## config.mk

```make
export PLATFORM = sky130hd
export DESIGN_NAME = bus_timer_slave
export DESIGN_NICKNAME = d
export VERILOG_FILES = /design/src/rtl/bus_timer_slave.sv
export SDC_FILE = /design/constraint.sdc
export NUM_CORES = 1
export LEC_CHECK = 0
export ABC_AREA = 1
export CAP_MARGIN = 15
export CELL_PAD_IN_SITES_DETAIL_PLACEMENT = 1
export CELL_PAD_IN_SITES_GLOBAL_PLACEMENT = 1
export CORE_MARGIN = 4
export CORE_UTILIZATION = 40
export CTS_BUF_LIST = sky130_fd_sc_hd__clkbuf_16
export DETAILED_ROUTE_END_ITERATION = 12
export HOLD_SLACK_MARGIN = 0.08
export MAX_ROUTING_LAYER = met4
export PLACE_DENSITY = 0.76
export SLEW_MARGIN = 25
export SYNTH_ARGS = -nofsm -noshare
export SYNTH_HDL_FRONTEND = slang
export SYNTH_SLANG_ARGS = --single-unit
```

## constraint.sdc

```tcl
create_clock -name clk -period 2 [get_ports clk]
set_clock_uncertainty 0.1 [all_clocks]
set_input_delay 0.4 -clock clk [delete_from_list [all_inputs] [get_ports clk]]
set_output_delay 0.4 -clock clk [all_outputs]
set_load 0.1 [all_outputs]
```

## src/rtl/bus_timer_slave.sv

```systemverilog
// -----------------------------------------------------------------------------
// bus_timer_slave
//
// Word-addressed bus responder hosting a 32-bit interval timer with a level
// interrupt. One access is accepted when cs_ and as_ are both low in IDLE. The
// response is a single-cycle active-low rdy_ pulse with registered rd_data.
//
// Register map (addr):
//   0 CTRL    bit0 start, bit1 periodic
//   1 INTR    bit0 flag (write 1 to clear)
//   2 EXPR    32-bit expiry value
//   3 COUNTER 32-bit count, read/write
//
// Ports:
//   clk      in   system clock, rising edge
//   reset_   in   synchronous active-low reset
//   cs_      in   chip select, active-low
//   as_      in   address strobe, active-low
//   rw       in   1 = read, 0 = write
//   addr     in   [1:0] word address
//   wr_data  in   [31:0] write data
//   rd_data  out  [31:0] read data, registered, 0 outside the ACK cycle
//   rdy_     out  access complete, active-low, one cycle per access
//   irq      out  interrupt, registered copy of INTR.flag
//
// Configuration macro: BUS_TIMER_WAIT_EN
//   defined   -> WAIT state and 4-bit wait counter; WAIT_CYCLES (1..15) extra
//                cycles per access
//   undefined -> IDLE goes straight to ACK, WAIT_CYCLES is ignored
// -----------------------------------------------------------------------------
module bus_timer_slave #(
    parameter int WAIT_CYCLES = 2
) (
    input  logic        clk,
    input  logic        reset_,
    input  logic        cs_,
    input  logic        as_,
    input  logic        rw,
    input  logic [1:0]  addr,
    input  logic [31:0] wr_data,
    output logic [31:0] rd_data,
    output logic        rdy_,
    output logic        irq
);

    typedef enum logic [1:0] {
        ST_IDLE = 2'd0,
        ST_WAIT = 2'd1,
        ST_ACK  = 2'd2
    } state_t;

`ifdef BUS_TIMER_WAIT_EN
    localparam logic [3:0] WAIT_LOAD = 4'(WAIT_CYCLES - 1);
    logic [3:0]  r_wait_cnt;
`endif

    // Bus FSM state and latched request
    state_t      r_state;
    logic [1:0]  r_addr;
    logic        r_rw;
    logic [31:0] r_wdata;
    logic [31:0] r_rd_data;
    logic        r_rdy_n;

    // Timer registers
    logic [31:0] r_counter;
    logic [31:0] r_expr;
    logic        r_start;
    logic        r_periodic;
    logic        r_flag;

    // Combinational next-state and decode
    logic        w_req;
    logic        w_commit;
    logic        w_wr_ctrl;
    logic        w_wr_intr;
    logic        w_wr_expr;
    logic        w_wr_cnt;
    logic        w_expire;
    logic [31:0] w_counter_nxt;
    logic [31:0] w_expr_nxt;
    logic        w_start_nxt;
    logic        w_periodic_nxt;
    logic        w_flag_nxt;
    logic        w_rd_rw;
    logic [1:0]  w_rd_addr;
    logic [31:0] w_rd_word;
    logic [31:0] w_rd_val;

    assign rd_data = r_rd_data;
    assign rdy_    = r_rdy_n;
    assign irq     = r_flag;

    // Request decode, write strobes and timer next-state with event priorities
    always_comb begin
        w_req     = ~cs_ & ~as_;
        // Writes take effect on the edge that leaves ACK
        w_commit  = (r_state == ST_ACK) & ~r_rw;
        w_wr_ctrl = w_commit & (r_addr == 2'd0);
        w_wr_intr = w_commit & (r_addr == 2'd1);
        w_wr_expr = w_commit & (r_addr == 2'd2);
        w_wr_cnt  = w_commit & (r_addr == 2'd3);
        w_expire  = r_start & (r_counter == r_expr);

        // A bus write to COUNTER overrides both increment and expiry reload
        if (w_wr_cnt) begin
            w_counter_nxt = r_wdata;
        end else if (w_expire) begin
            w_counter_nxt = 32'd0;
        end else if (r_start) begin
            w_counter_nxt = r_counter + 32'd1;
        end else begin
            w_counter_nxt = r_counter;
        end

        // A bus write to CTRL overrides the one-shot auto-clear of start
        if (w_wr_ctrl) begin
            w_start_nxt    = r_wdata[0];
            w_periodic_nxt = r_wdata[1];
        end else if (w_expire && !r_periodic) begin
            w_start_nxt    = 1'b0;
            w_periodic_nxt = r_periodic;
        end else begin
            w_start_nxt    = r_start;
            w_periodic_nxt = r_periodic;
        end

        // An expiry in the same cycle wins over a write-1-to-clear
        if (w_expire) begin
            w_flag_nxt = 1'b1;
        end else if (w_wr_intr && r_wdata[0]) begin
            w_flag_nxt = 1'b0;
        end else begin
            w_flag_nxt = r_flag;
        end

        if (w_wr_expr) begin
            w_expr_nxt = r_wdata;
        end else begin
            w_expr_nxt = r_expr;
        end
    end

    // Read data for the cycle entering ACK; uses next-state values so a
    // read returns what the register holds during the ACK cycle itself
    always_comb begin
        if (r_state == ST_IDLE) begin
            w_rd_rw   = rw;
            w_rd_addr = addr;
        end else begin
            w_rd_rw   = r_rw;
            w_rd_addr = r_addr;
        end

        case (w_rd_addr)
            2'd0:    w_rd_word = {30'd0, w_periodic_nxt, w_start_nxt};
            2'd1:    w_rd_word = {31'd0, w_flag_nxt};
            2'd2:    w_rd_word = w_expr_nxt;
            2'd3:    w_rd_word = w_counter_nxt;
            default: w_rd_word = 32'd0;
        endcase

        if (w_rd_rw) begin
            w_rd_val = w_rd_word;
        end else begin
            w_rd_val = 32'd0;
        end
    end

    // Bus FSM with registered rdy_ and rd_data
    always_ff @(posedge clk) begin
        if (!reset_) begin
            r_state   <= ST_IDLE;
            r_addr    <= 2'd0;
            r_rw      <= 1'b0;
            r_wdata   <= 32'd0;
            r_rd_data <= 32'd0;
            r_rdy_n   <= 1'b1;
`ifdef BUS_TIMER_WAIT_EN
            r_wait_cnt <= 4'd0;
`endif
        end else begin
            case (r_state)
                ST_IDLE: begin
                    if (w_req) begin
                        r_addr  <= addr;
                        r_rw    <= rw;
                        r_wdata <= wr_data;
`ifdef BUS_TIMER_WAIT_EN
                        r_state    <= ST_WAIT;
                        r_wait_cnt <= WAIT_LOAD;
                        r_rdy_n    <= 1'b1;
                        r_rd_data  <= 32'd0;
`else
                        r_state   <= ST_ACK;
                        r_rdy_n   <= 1'b0;
                        r_rd_data <= w_rd_val;
`endif
                    end else begin
                        r_state   <= ST_IDLE;
                        r_rdy_n   <= 1'b1;
                        r_rd_data <= 32'd0;
                    end
                end
`ifdef BUS_TIMER_WAIT_EN
                ST_WAIT: begin
                    // cs_/as_ are not looked at while waiting
                    if (r_wait_cnt == 4'd0) begin
                        r_state   <= ST_ACK;
                        r_rdy_n   <= 1'b0;
                        r_rd_data <= w_rd_val;
                    end else begin
                        r_wait_cnt <= r_wait_cnt - 4'd1;
                        r_rdy_n    <= 1'b1;
                        r_rd_data  <= 32'd0;
                    end
                end
`endif
                ST_ACK: begin
                    r_state   <= ST_IDLE;
                    r_rdy_n   <= 1'b1;
                    r_rd_data <= 32'd0;
                end
                default: begin
                    r_state   <= ST_IDLE;
                    r_rdy_n   <= 1'b1;
                    r_rd_data <= 32'd0;
                end
            endcase
        end
    end

    // Timer register update
    always_ff @(posedge clk) begin
        if (!reset_) begin
            r_counter  <= 32'd0;
            r_expr     <= 32'd0;
            r_start    <= 1'b0;
            r_periodic <= 1'b0;
            r_flag     <= 1'b0;
        end else begin
            r_counter  <= w_counter_nxt;
            r_expr     <= w_expr_nxt;
            r_start    <= w_start_nxt;
            r_periodic <= w_periodic_nxt;
            r_flag     <= w_flag_nxt;
        end
    end

endmodule

```

==> results.env, run 1 <==
STATUS='finished clean'
NETSWITCHINGFRACTION_PCT=24.45
TOTAL_CHIP_POWER_mW=6.299
STARTING_DENSITY_OF_THE_CORE_PCT=40.53
ANT_NETS=0
CRITICAL_PATH_ARRIVAL_NS=2.12
HPWL_REPORTED_AT_THE_END_OF_DETAILED_PLACEMENT_UM=14820
INTERNAL_POWER_mW=4.759
CLOCKBUFFERDEPTH=2
CLOCK_SINKS=136
MULTIINPUTGATEAREA_UM2=3471
REMAINING_DESIGN_RULE_VIOLATION_COUNT=0
WORSTSETUPPATHTYPE='reg2reg'
SYNTH_XOR_AREA_SHARE_PCT=3.661
SYNTH-SIMPLE-AREA-SHARE_PCT=34.84
SYNTH.NET_COUNT=1045
CHIPHEIGHT_UM=137.4
FIN_CRIT_NS=1.897
FLOORPLAN.DIE.WIDTH_UM=137.4
FINALWEIGHTEDCONGESTION=0.8797
ANTENNA_FOUND_INITIAL=0
DRT-PASS1-ITER-COUNT=4
PORTION_OF_NETLIST_AREA_OCCUPIED_BY_MUX_CELLS_PCT=1.494
PLACEABLECOREAREA_UM2=16520
GRT_OVERALL_USAGE_PCT=23.37
FRACTION_OF_REGISTERS_WITH_ASYNC_SET_OR_RESET_AFTER_SYNTHESIS_PCT=0
NUM_ROWS=47
FILLERS=2134
POST_SYNTH_INSTANCE_AREA_UM2=6698
MAXIMUM_CAPACITANCE_VIOLATIONS=0
YS_DOMINANT_REG_CELL='dfxtp_1'
CTS.HTREE.LEVELS=4
FMAX_GHz=0.5271
PIN_COUNT=73
BUFFER_PORTS.INSERTED=72
CTS_ROOT_BUF='clkbuf_16'
GLOBAL_ROUTE_WIRE_LENGTH_BEFORE_REPAIR_UM=33420
GLOBAL_ROUTE.OVERFLOW_TOTAL=0
LARGEST_FANOUT_ON_THE_CRITICAL_PATH=14
YOSYSMOSTFREQUENTCELL='nand2_1'
YOSYSWARNINGCOUNT=0
POWER.SHARE.COMBINATIONAL_PCT=7.0
SYNTH_TOP_FAMILY_BY_AREA='simple AND/OR/NAND/NOR gates'
YS_SEQ_AREA_SHARE_PCT=40.65
WORSTPATHREQUIRED_NS=2.22
COMPOUND_CELL_AREA_SHARE_OF_THE_YOSYS_NETLIST_PCT=10.41
TRITONCTS.NUM_BUFFERS=17
POSTCTSHOLDBUFS=0
DRT_FIRST_ITER_VIOLATIONS=290
FLOORPLAN.DIE_AREA_UM2=18880
POST-ROUTE-CELL-AREA_UM2=8640
GRT_START_MAX_NET_PINS=68
POST_SYNTH.CELL_AREA_AVG_UM2=6.664
SYNTH_SEQ_CELLS=136
FIN_HOLD_WS_NS=0.4030
FINAL_REPORT_HOLD_VIOLATION_COUNT=0
FINAL_LAYOUT_SIZE_SUFFIX_GT1_SHARE_PCT=16.10
MAX_SLEW.WORST_PIN.SLEW_NS=0.4050
EDFF_COUNT_SYNTH=0
SETUP_VIOLATIONS=0
CLK_PIN_SLEW_NS=0.06
START_KIND='flop'
TOTALWIRELENGTH_UM=21110
SYNTH_COMMONEST_CELLS='279 x nand2_1, 160 x nor2_1, 136 x dfxtp_1'
DIODES=0
MAXSLEWHEADROOM_PCT=72.71
POWER.SEQUENTIAL.FRACTION_PCT=44.7
PERIOD_SHARE_PCT=94.86
SWITCHINGPOWER_mW=1.540
PLACEMENT.CELL_AREA_UM2=7869
YOSYS.AREA_SHARE.ADDER_PCT=0.1868
CLOCK_POWER_SHARE_PCT=48.3
SYNTH_CELL_TYPES=37
HIGHEST_IR_DROP_SEEN_ON_VDD_mV=0.6028
SYNTH_AREA_LEADERS='dfxtp_1 41%, nand2_1 16%, nor2_1 9.0%, inv_1 5.5%, a21oi_1 4.8%'
CLOCK_INSERTION_DELAY_WORST_SKEW_NS=0.43
FINALNETCOUNT=1139
SYNTH_LARGEST_TYPE_AREA_FRACTION_PCT=40.65
HOLDCRITPATHCLASS='reg2reg'
SLEW_VIOLATIONS=0
POST-SYNTH-TOP-AREA-CELL='dfxtp_1'
SYN2LAYOUT_AREA_GROWTH_PCT=28.99
CTS_TREE='built'
TIMING.CRITICAL_PATH.TO_TYPE='flop'
POWER.DENSITY_nW_PER_UM2=729.1
STATIC-LEAKAGE-POWER_nW=3.804
POST_SYNTH_INST_COUNT=1005
VIAS_IN_THE_FIRST_GLOBAL_ROUTE=6631
AREA.SEQUENTIAL_UM2=2756
DRT_VIA_DENSITY=4.961
ROUTE.VIAS.TOTAL=6608
ROUTEDWLPERCELL_UM=15.85
[critical path, cell delays in order (launching register included)]
cell       delay, ns
dfxtp_1         0.43
xnor2_1         0.17
nand4_1         0.20
nor2_2          0.22
nand3_4         0.15
clkbuf_16       0.22
nand3_1         0.10
nand2_1         0.07
nand2_1         0.06
a21oi_1         0.06
[final cells by class]
class / instances / area share [%]
clock buffers: 17 / 4.924
clock inverters: 15 / 1.579
inverters: 101 / 4.388
multi-input cells: 727 / 40.17
flip-flops and latches: 136 / 31.90
well taps: 220 / 3.186
repair buffers: 116 / 13.85
[path summary, 6_finish.rpt]
path | endpoint | slack (ns) | depth (start not counted) | startpoint
worst max register to register | rd_data[13] | 0.10 | 9 | r_counter[14]
worst min-delay path | r_counter[25] | 0.40 | 2 | r_wdata[25]
worst min register to register | r_counter[25] | 0.40 | 2 | r_wdata[25]
worst max-delay path | rd_data[13] | 0.10 | 9 | r_counter[14]
[power by group through the flow]
stage | clock (mW) | combinational [mW] | sequential (mW)
global placement | 0 | 0.417 | 2.88
global route | 3.23 | 0.485 | 2.82
floorplan | 0 | 0.213 | 2.87
finish | 3.04 | 0.440 | 2.82
detailed placement | 0 | 0.426 | 2.88
CTS | 3.09 | 0.430 | 2.82
[registers in the layout, indices dropped and copies added (netlist names)]
name,count
r_periodic,1
r_state,1
irq,1
r_addr,2
r_counter,32
r_rw,1
r_expr,32
rd_data,32
r_wdata,32
rdy_,1
r_start,1
[metal layers]
layer	vias up	track usage (%)	part of all wire, %
met1	3165	29.57	47
li1	3325	-	-
met5	-	-	0
met2	101	38.67	48
met4	0	6.375	1.2
met3	17	3.944	3.1
[cells in the final DEF (no fill, tap or decap), types with 6 or more instances in the layout]
| cell | instances |
|---|---|
| nand2_1 | 275 |
| nor2_1 | 144 |
| dfxtp_1 | 117 |
| inv_1 | 97 |
| a21oi_1 | 63 |
| o21ai_0 | 62 |
| nand3_1 | 59 |
| buf_4 | 59 |
| clkdlybuf4s50_1 | 38 |
| clkbuf_16 | 19 |
| xor2_1 | 18 |
| nor2_2 | 16 |
| buf_12 | 15 |
| dfxtp_2 | 15 |
| or2_0 | 12 |
| xnor2_1 | 10 |
| mux2i_1 | 10 |
| or2_2 | 10 |
| nand4_1 | 8 |
| or2_1 | 8 |
| nor2_4 | 6 |
| a21oi_2 | 6 |
[repair_timing]
action	in CTS	in global routing
pin swaps	0	11
setup endpoints to repair	1	46
gates resized for setup	1	52
gates cloned	0	2
setup buffers	0	5
[logic make-up after synthesis]
logic type | after synthesis
AND/OR/NAND/NOR | 553
buffers and inverters | 142
flip-flops | 136
AO/OA/AOI/OAI | 135
XOR/XNOR | 28
multiplexers | 10
adder cells (fa/ha/maj) | 1
[per-stage QoR]
stage | setup TNS, ns | worst slack [ns] | cells | utilization [%]
CTS | 0 | 0.005590 | 1325 | 51.05
floorplan | 0 | 0.2811 | 1005 | -
detailed placement | -0.5043 | -0.06096 | 1293 | 47.62
finish | 0 | 0.1028 | 1332 | 52.28
global placement | 0 | 0.03123 | 1293 | 47.62
global route | -0.05621 | -0.02129 | 1332 | 52.28
Note: power is estimated with default switching activity, not from simulation.
==> run 2: changes to the inputs <==
ABC_CLOCK_PERIOD_IN_PS = 2000   (was default)
==> results of run 2 <==
Final layout, timing and power as in run 1 (identical DEF).
